--- config.mk ---
export PLATFORM = sky130hd
export DESIGN_NAME = mem_arbiter
export DESIGN_NICKNAME = d
export VERILOG_FILES = /design/src/rtl/mem_arbiter_pkg.sv /design/src/rtl/mem_arbiter.sv
export SDC_FILE = /design/constraint.sdc
export NUM_CORES = 1
export LEC_CHECK = 0
export CAP_MARGIN = 20
export CORE_AREA = 2 2 107 109
export CTS_CLUSTER_SIZE = 20
export DETAILED_ROUTE_END_ITERATION = 16
export DIE_AREA = 0 0 109 111
export DONT_BUFFER_PORTS = 1
export PLACE_DENSITY_LB_ADDON = 0.15
export SLEW_MARGIN = 25
export SYNTH_ARGS = -nofsm -noshare
export SYNTH_HDL_FRONTEND = slang
export SYNTH_SLANG_ARGS = --single-unit
--- constraint.sdc ---
create_clock -name clk -period 2.55 [get_ports clk]
set_clock_uncertainty 0.1 [all_clocks]
set_input_delay 0.51 -clock clk [delete_from_list [all_inputs] [get_ports clk]]
set_output_delay 0.51 -clock clk [all_outputs]
set_load 0.005 [all_outputs]
--- src/rtl/mem_arbiter_pkg.sv ---
// Shared encodings for the fetch / load-store memory arbiter.
package mem_arbiter_pkg;

  localparam logic MEM_REQ_READ  = 1'b0;
  localparam logic MEM_REQ_WRITE = 1'b1;

  typedef enum logic [1:0] {
    ARB_IDLE = 2'd0,
    ARB_REQ  = 2'd1,
    ARB_RESP = 2'd2
  } arb_state_e;

  typedef enum logic {
    GRANT_FETCH = 1'b0,
    GRANT_DATA  = 1'b1
  } grant_e;

  // Two-way round robin: on contention the side that did not win last time goes.
  function automatic grant_e arb_rr2(input logic if_v, input logic d_v, input grant_e last);
    if (d_v && (!if_v || last == GRANT_FETCH)) return GRANT_DATA;
    return GRANT_FETCH;
  endfunction

endpackage

--- src/rtl/mem_arbiter.sv ---
// Single-outstanding arbiter sharing one memory port between fetch and load/store.
// Accept in IDLE, present the captured request in REQ, route the response in RESP.
module mem_arbiter
  import mem_arbiter_pkg::*;
#(
  parameter int ADDR_W = 32,
  parameter int DATA_W = 32
) (
  input  logic                  clk,
  input  logic                  rst,
  input  logic                  if_req_valid,
  input  logic [ADDR_W-1:0]     if_req_addr,
  output logic                  if_req_ready,
  output logic                  if_resp_valid,
  output logic [DATA_W-1:0]     if_resp_data,
  input  logic                  d_req_valid,
  input  logic                  d_req_write,
  input  logic [ADDR_W-1:0]     d_req_addr,
  input  logic [DATA_W-1:0]     d_req_wdata,
  input  logic [DATA_W/8-1:0]   d_req_wmask,
  output logic                  d_req_ready,
  output logic                  d_resp_valid,
  output logic [DATA_W-1:0]     d_resp_data,
  output logic                  mem_req_valid,
  output logic                  mem_req_write,
  output logic [ADDR_W-1:0]     mem_req_addr,
  output logic [DATA_W-1:0]     mem_req_wdata,
  output logic [DATA_W/8-1:0]   mem_req_wmask,
  input  logic                  mem_req_ready,
  input  logic                  mem_resp_valid,
  input  logic [DATA_W-1:0]     mem_resp_data,
  output logic                  stray_resp
);

  localparam int MASK_W = DATA_W / 8;

  arb_state_e          state_q;
  grant_e              last_grant_q;
  grant_e              owner_q;
  logic [ADDR_W-1:0]   addr_q;
  logic                write_q;
  logic [DATA_W-1:0]   wdata_q;
  logic [MASK_W-1:0]   wmask_q;
  logic                stray_q;

  grant_e grant;
  logic   idle;
  logic   if_accept;
  logic   d_accept;
  logic   resp_hit;

  // Gating with rst keeps the combinational outputs at 0 during reset.
  assign grant     = arb_rr2(if_req_valid, d_req_valid, last_grant_q);
  assign idle      = (state_q == ARB_IDLE) && !rst;
  assign if_accept = idle && if_req_valid && (grant == GRANT_FETCH);
  assign d_accept  = idle && d_req_valid && (grant == GRANT_DATA);
  assign resp_hit  = (state_q == ARB_RESP) && mem_resp_valid && !rst;

  assign if_req_ready  = if_accept;
  assign d_req_ready   = d_accept;
  assign if_resp_valid = resp_hit && (owner_q == GRANT_FETCH);
  assign d_resp_valid  = resp_hit && (owner_q == GRANT_DATA);
  assign if_resp_data  = if_resp_valid ? mem_resp_data : '0;
  assign d_resp_data   = d_resp_valid ? mem_resp_data : '0;

  assign mem_req_valid = (state_q == ARB_REQ);
  assign mem_req_write = write_q;
  assign mem_req_addr  = addr_q;
  assign mem_req_wdata = wdata_q;
  assign mem_req_wmask = wmask_q;
  assign stray_resp    = stray_q;

  always_ff @(posedge clk or posedge rst) begin
    if (rst) begin
      state_q      <= ARB_IDLE;
      last_grant_q <= GRANT_FETCH;
      owner_q      <= GRANT_FETCH;
      addr_q       <= '0;
      write_q      <= MEM_REQ_READ;
      wdata_q      <= '0;
      wmask_q      <= '0;
      stray_q      <= 1'b0;
    end else begin
      if (mem_resp_valid && state_q != ARB_RESP) stray_q <= 1'b1;
      case (state_q)
        ARB_IDLE: begin
          if (d_accept) begin
            addr_q       <= d_req_addr;
            write_q      <= d_req_write;
            wdata_q      <= d_req_wdata;
            wmask_q      <= d_req_wmask;
            owner_q      <= GRANT_DATA;
            last_grant_q <= GRANT_DATA;
            state_q      <= ARB_REQ;
          end else if (if_accept) begin
            addr_q       <= if_req_addr;
            write_q      <= MEM_REQ_READ;
            wdata_q      <= '0;
            wmask_q      <= '0;
            owner_q      <= GRANT_FETCH;
            last_grant_q <= GRANT_FETCH;
            state_q      <= ARB_REQ;
          end
        end
        ARB_REQ: begin
          if (mem_req_ready) state_q <= ARB_RESP;
        end
        ARB_RESP: begin
          if (mem_resp_valid) state_q <= ARB_IDLE;
        end
        default: state_q <= ARB_IDLE;
      endcase
    end
  end

endmodule
==> results of run 1 <==
-- layout by cell type, fill, tap and decap left out, types with 3 or more instances in the layout --
cell type / netlist / layout
a31oi_1: 33 / 33
and2_1: 64 / 64
buf_12: 0 / 3
clkbuf_16: 0 / 9
a21oi_1: 33 / 33
buf_4: 0 / 10
a22o_1: 37 / 37
nand3_1: 32 / 32
o21ai_0: 35 / 35
dfrtp_1: 73 / 73
-- path summary, 6_finish.rpt --
path | startpoint | end | slack, ns
min reg2reg | stray_resp | stray_resp | 0.42
max | state_q[0] | if_req_ready | 0.28
min in group clk | if_req_valid | owner_q | 0.18
max in group asynchronous | rst | mem_req_wdata[20] | 1.73
min | rst | mem_req_addr[9] | 0.002
max reg2reg | state_q[0] | mem_req_addr[13] | 0.61
-- final cells by class --
class,instances,area share
Sequential cell,73,0.455
Multi-Input combinational cell,250,0.387
Clock buffer,9,0.0561
Tap cell,143,0.0445
Timing Repair Buffer,13,0.0336
Clock inverter,7,0.0212
Inverter,3,0.00312
-- kinds of logic after synthesis --
logic type	after synthesis	share of synthesized area
DFF	73	0.512
buffers and inverters	42	0.0551
AOI/OAI and AO/OA	141	0.251
and+or+nand+nor	109	0.181
-- power by group through the flow --
stage / sequential [mW] / combinational [mW] / clock (mW)
after CTS: 2.17 / 1.10 / 1.37
after floorplan: 2.02 / 0.894 / 0
after global placement: 2.20 / 1.07 / 0
after detailed placement: 2.18 / 1.10 / 0
final: 2.17 / 1.08 / 1.33
after global routing: 2.24 / 1.23 / 1.43
-- metal layers --
metal | track usage | share of wire | vias to the layer above | wire, um
met5 | 0 | 0 | - | 0
met4 | 0.0470 | 0.012 | 0 | 128
met3 | 0.0717 | 0.11 | 10 | 1120
met2 | 0.276 | 0.49 | 167 | 5210
met1 | 0.214 | 0.39 | 1365 | 4080
li1 | - | - | 1286 | -
-- per-stage QoR --
stage	setup slack, ns	hold WS (ns)	instance area [um^2]	util	cells
finish	0.284	0.00166	4020	0.363	498
global route	0.196	0.0162	4020	0.363	498
CTS	0.259	0.0129	4020	0.363	498
detailed placement	0.538	0.370	3710	0.335	482
global placement	0.543	0.365	3710	0.335	482
floorplan	0.0867	0.351	3570	-	365
-- registers in the layout, indices dropped and copies added (netlist names) --
signal         count
owner_q            1
mem_req_addr      32
stray_resp         1
state_q            2
mem_req_write      1
mem_req_wmask      4
mem_req_wdata     32
-- worst register-to-register path, cell delays in order, from the launching register on --
cell	delay (ns)
dfrtp_1	0.44
or3_1	0.60
buf_4	0.30
o21ai_0	0.26
a31oi_1	0.13
==> impl_metrics.toml, run 1 <==
[final_layout]
multi_input_area_um2 = 1550
drive_above_1_share = 0.0958
fillCellCount = 1110
seqCellArea_um2 = 1830
diodes = 0
final_nets = 489
area_growth_pct = 12.6

[pwr]
power.leakage_nw = 1.66
clkPwrFrac = 0.290
p_comb_frac = 0.237
seqPwrFrac = 0.473
power_density_nw_per_um2 = 1140
vdd_drop_max_uv = 381
power.switching_mw = 1.64
p_int_mw = 2.94
fin_total_pwr_mw = 4.58
swShare = 0.359

[synthesis]
synth_seq_area_share = 0.512
synth_cell_types = 24
synthesis.nets = 504
synth_area_leaders = "dfrtp_1 51%, and2_1 11%, a22o_1 9.1%"
ys.flop_type = "dfrtp_1"
yosys.cell_count.top_type = "dfrtp_1"
synth_area_um2 = 3570
synth_area_leader_cell = "dfrtp_1"
synth_edf_count = 0
synth_cells = 365
ys_async_sr_fraction = 1.00
synth.avg_cell_area_um2 = 9.77
synth_common_cells = "73 x dfrtp_1, 64 x and2_1, 37 x a22o_1"
ys_seq_elements = 73
yosysWarnings = 0
synth_top_area_share = 0.512

[timing]
maxSlewViolCount = 0
fin_crit_sh = 0.888
tightest_slew_ns = 0.569
maxSlewHeadroom = 0.621
finalSetupViolations = 0
rsz0062_at_grt = "no"
fmax_ghz = 0.441
hold_viol = 0
fin_setup_tns_ns = 0
min_period_ns = 2.27

[clock_tree]
clk_pin_slew_ns = 0.06
cts.htree.levels = 3
cts_buffers = 9
cts_setup_buffers = 0
clk_latency_ns = 0.32
clk_path_buf_depth = 2
clock-root-buffer = "clkbuf_16"
cts_tree = "built"
clock-sinks = 73
cts_resized = 0
ctsHoldBuffers = 0

[drt]
wl_per_cell_um = 21.2
drt-pass1-iter-count = 5
vias_per_cell = 5.68
dr.first_iter.drc_count = 226
drc = 0
num_vias = 2828
drt_wl_total_um = 10500
ant_nets = 0

[floorplanning]
fp.dieArea_um2 = 12100
io-pin-count = 278
die_w_um = 109
initial_core_util = 0.322
die_h_um = 111
core_um2 = 11100
fp-row-count = 39

[setup_path]
cp.depth = 2
endpoint_kind = "primary output"
path_buf_inv = 0
critPathSlowestCell = "or3_1"
rr_worst_depth = 4
worstPathRequired_ns = 1.94
max_stage_delay_ns = 0.60
worstPathMaxFanout = 12
worst_ep_arrival_time_ns = 1.66
cpLargestDelayFamily = "simple AND/OR/NAND/NOR gates"
crit_type = "register to primary output"
path_cells = "or3_1 -> nor2_1"
critPathLaunchType = "register"

[global_routing]
grt_overflow = 0
grt_util_all_layers = 0.173
antenna_found_initial = 0
grt_max_degree = 69
grt_pass1_wl_um = 16300
grt_pass1_vias = 2882

[placed_design]
dp_hpwl_um = 7500
port_buffers = 0
routabilityCongestion = 0.774

[min_path]
hp-class = "input pin to asynchronous set/reset pin"

[outcome]
status = "complete, no violations"

[run]
cap_violations = 0
Note: power is estimated with default switching activity, not from simulation.
==> run 2, diff against run 1 <==
--- a/config.mk
+++ b/config.mk
@@ -11,6 +11,7 @@
 export DETAILED_ROUTE_END_ITERATION = 16
 export DIE_AREA = 0 0 109 111
 export DONT_BUFFER_PORTS = 1
+export GPL_TIMING_DRIVEN = 0
 export PLACE_DENSITY_LB_ADDON = 0.15
 export SLEW_MARGIN = 25
 export SYNTH_ARGS = -nofsm -noshare
==> impl_metrics.toml, run 2 (same netlist as run 1, synthesis figures left out) <==
[outcome]
status = "complete, no violations"

[floorplanning]
io-pin-count = 278
die_h_um = 111
core_um2 = 11100
fp-row-count = 39
initial_core_util = 0.322
die_w_um = 109
fp.dieArea_um2 = 12100

[placed_design]
port_buffers = 0
dpl-instance-area_um2 = 3770
dp_hpwl_um = 8250
dp_cells = 509
routabilityCongestion = 0.798

[timing]
hold_viol = 0
fin_crit_sh = 0.936
maxSlewHeadroom = 0.661
rsz0062_at_grt = "no"
fin_setup_tns_ns = 0
fmax_ghz = 0.419
finalSetupViolations = 0
min_period_ns = 2.39
tightest_slew_ns = 0.508
maxSlewViolCount = 0

[drt]
wl_per_cell_um = 20.7
drc = 0
drt-pass1-iter-count = 4
ant_nets = 0
vias_per_cell = 5.63
num_vias = 2962
drt_wl_total_um = 10900
dr.first_iter.drc_count = 166

[clock_tree]
clock-sinks = 73
clk_pin_slew_ns = 0.07
clock-root-buffer = "clkbuf_16"
cts_buffers = 9
clk_path_buf_depth = 2
clk_latency_ns = 0.33
cts.htree.levels = 3
cts_tree = "built"

[setup_path]
reg2reg_to = "mem_req_addr[30]"
crit_type = "register to primary output"
endpoint_kind = "primary output"
critPathLaunchType = "register"
worstPathRequired_ns = 1.94
r2r-start = "owner_q"
worstPathMaxFanout = 10
rr_worst_depth = 4
path_cells = "or3_1 -> buf_2 -> clkbuf_1 -> nor2_1"
worst_ep_arrival_time_ns = 1.78
rrSetupSlack_ns = 0.73
max_stage_delay_ns = 0.42
critPathSlowestCell = "dfrtp_1"

[final_layout]
post-route-util = 0.370
final_common_cell = "dfrtp_1"
final_area_um2 = 4100
final_nets = 517
drive_above_1_share = 0.107
layout_common_cells = "73 x dfrtp_1, 64 x and2_1, 37 x a22o_1"
diodes = 0
fillCellCount = 1113
area_growth_pct = 14.8
fin_cells = 526

[pwr]
swShare = 0.361
power.switching_mw = 1.66
p_comb_frac = 0.243
fin_total_pwr_mw = 4.61
clkPwrFrac = 0.289
power_density_nw_per_um2 = 1120
vdd_drop_max_uv = 395
seqPwrFrac = 0.468
p_int_mw = 2.94
power.leakage_nw = 1.70

[global_routing]
antenna_found_initial = 0
grt_pass1_wl_um = 16700
grt_overflow = 0
grt_max_degree = 43
grt_util_all_layers = 0.180
grt_pass1_vias = 2982

[min_path]
hp-class = "input pin to register"
hold_depth = 1
min-delay-start = "mem_resp_valid"
hold_path_end = "state_q[1]"

[run]
cap_violations = 0
==> run 2: changes by cell type in the layout (fill, tap and decap cells not counted), moves of 2 or more <==
cell / before / now
clkbuf_2: 0 / 2
clkbuf_1: 0 / 20
inv_8: 2 / 0
buf_2: 0 / 13
buf_4: 10 / 0
buf_6: 0 / 3
buf_12: 3 / 1
==> run 2: per-layer routing <==
layer  wire, um  GRT usage  up-vias
li1           -          -     1341
met1       4280      0.222     1421
met2       5230      0.284      181
met3       1160     0.0711       19
met4        245     0.0641        0
met5          0          0        -
==> run 2: what timing repair did <==
| item | CTS | global route |
|---|---|---|
| pin swaps | 0 | 0 |
| setup buffers | 0 | 0 |
| endpoints found under the hold margin | 31 | 0 |
| setup endpoints to repair | 1 | 32 |
| hold buffers | 1 | 0 |
| resized for setup | 1 | 5 |
==> run 2: power groups by stage <==
stage | clock network (mW) | registers (mW) | logic [mW]
after detailed placement | 0 | 2.18 | 1.13
after global routing | 1.43 | 2.22 | 1.29
after global placement | 0 | 2.19 | 1.11
after CTS | 1.37 | 2.16 | 1.14
after floorplan | 0 | 2.02 | 0.894
final | 1.33 | 2.15 | 1.12
==> run 2: area by class of cell <==
cell class	instances	area (um^2)	share of cell area
inverters	3	13.8	0.00336
repair buffers	2	30.0	0.00733
clock buffers	9	225	0.0550
well taps	143	179	0.0437
plain buffers	39	188	0.0458
clock inverters	7	87.6	0.0214
multi-input cells	250	1550	0.377
flip-flops and latches	73	1830	0.446
==> run 2: per-stage QoR <==
| stage | worst slack, ns | hold WS, ns |
|---|---|---|
| floorplan | 0.0867 | 0.351 |
| CTS | 0.0176 | 0.164 |
| global placement | -0.867 | 0.414 |
| finish | 0.164 | 0.176 |
| detailed placement | 0.279 | 0.321 |
| global route | 0.0149 | 0.164 |
==> run 2: worst max-delay path by stage <==
stage | from | to | depth (start not counted)
2_1_floorplan | rst | mem_req_addr[0] | 1
3_3_place_gp | rst | mem_req_wdata[12] | 1
3_5_place_dp | rst | d_resp_data[22] | 4
4_1_cts | state_q[0] | if_resp_data[25] | 4
5_1_grt | state_q[0] | if_req_ready | 4
6_report | state_q[0] | if_req_ready | 4
==> run 2: worst max-delay path: cells and delay by family, from the launching register on <==
family	cells	cell delay, ns
buf+inv	2	0.40
flops	1	0.42
simple gates	2	0.63
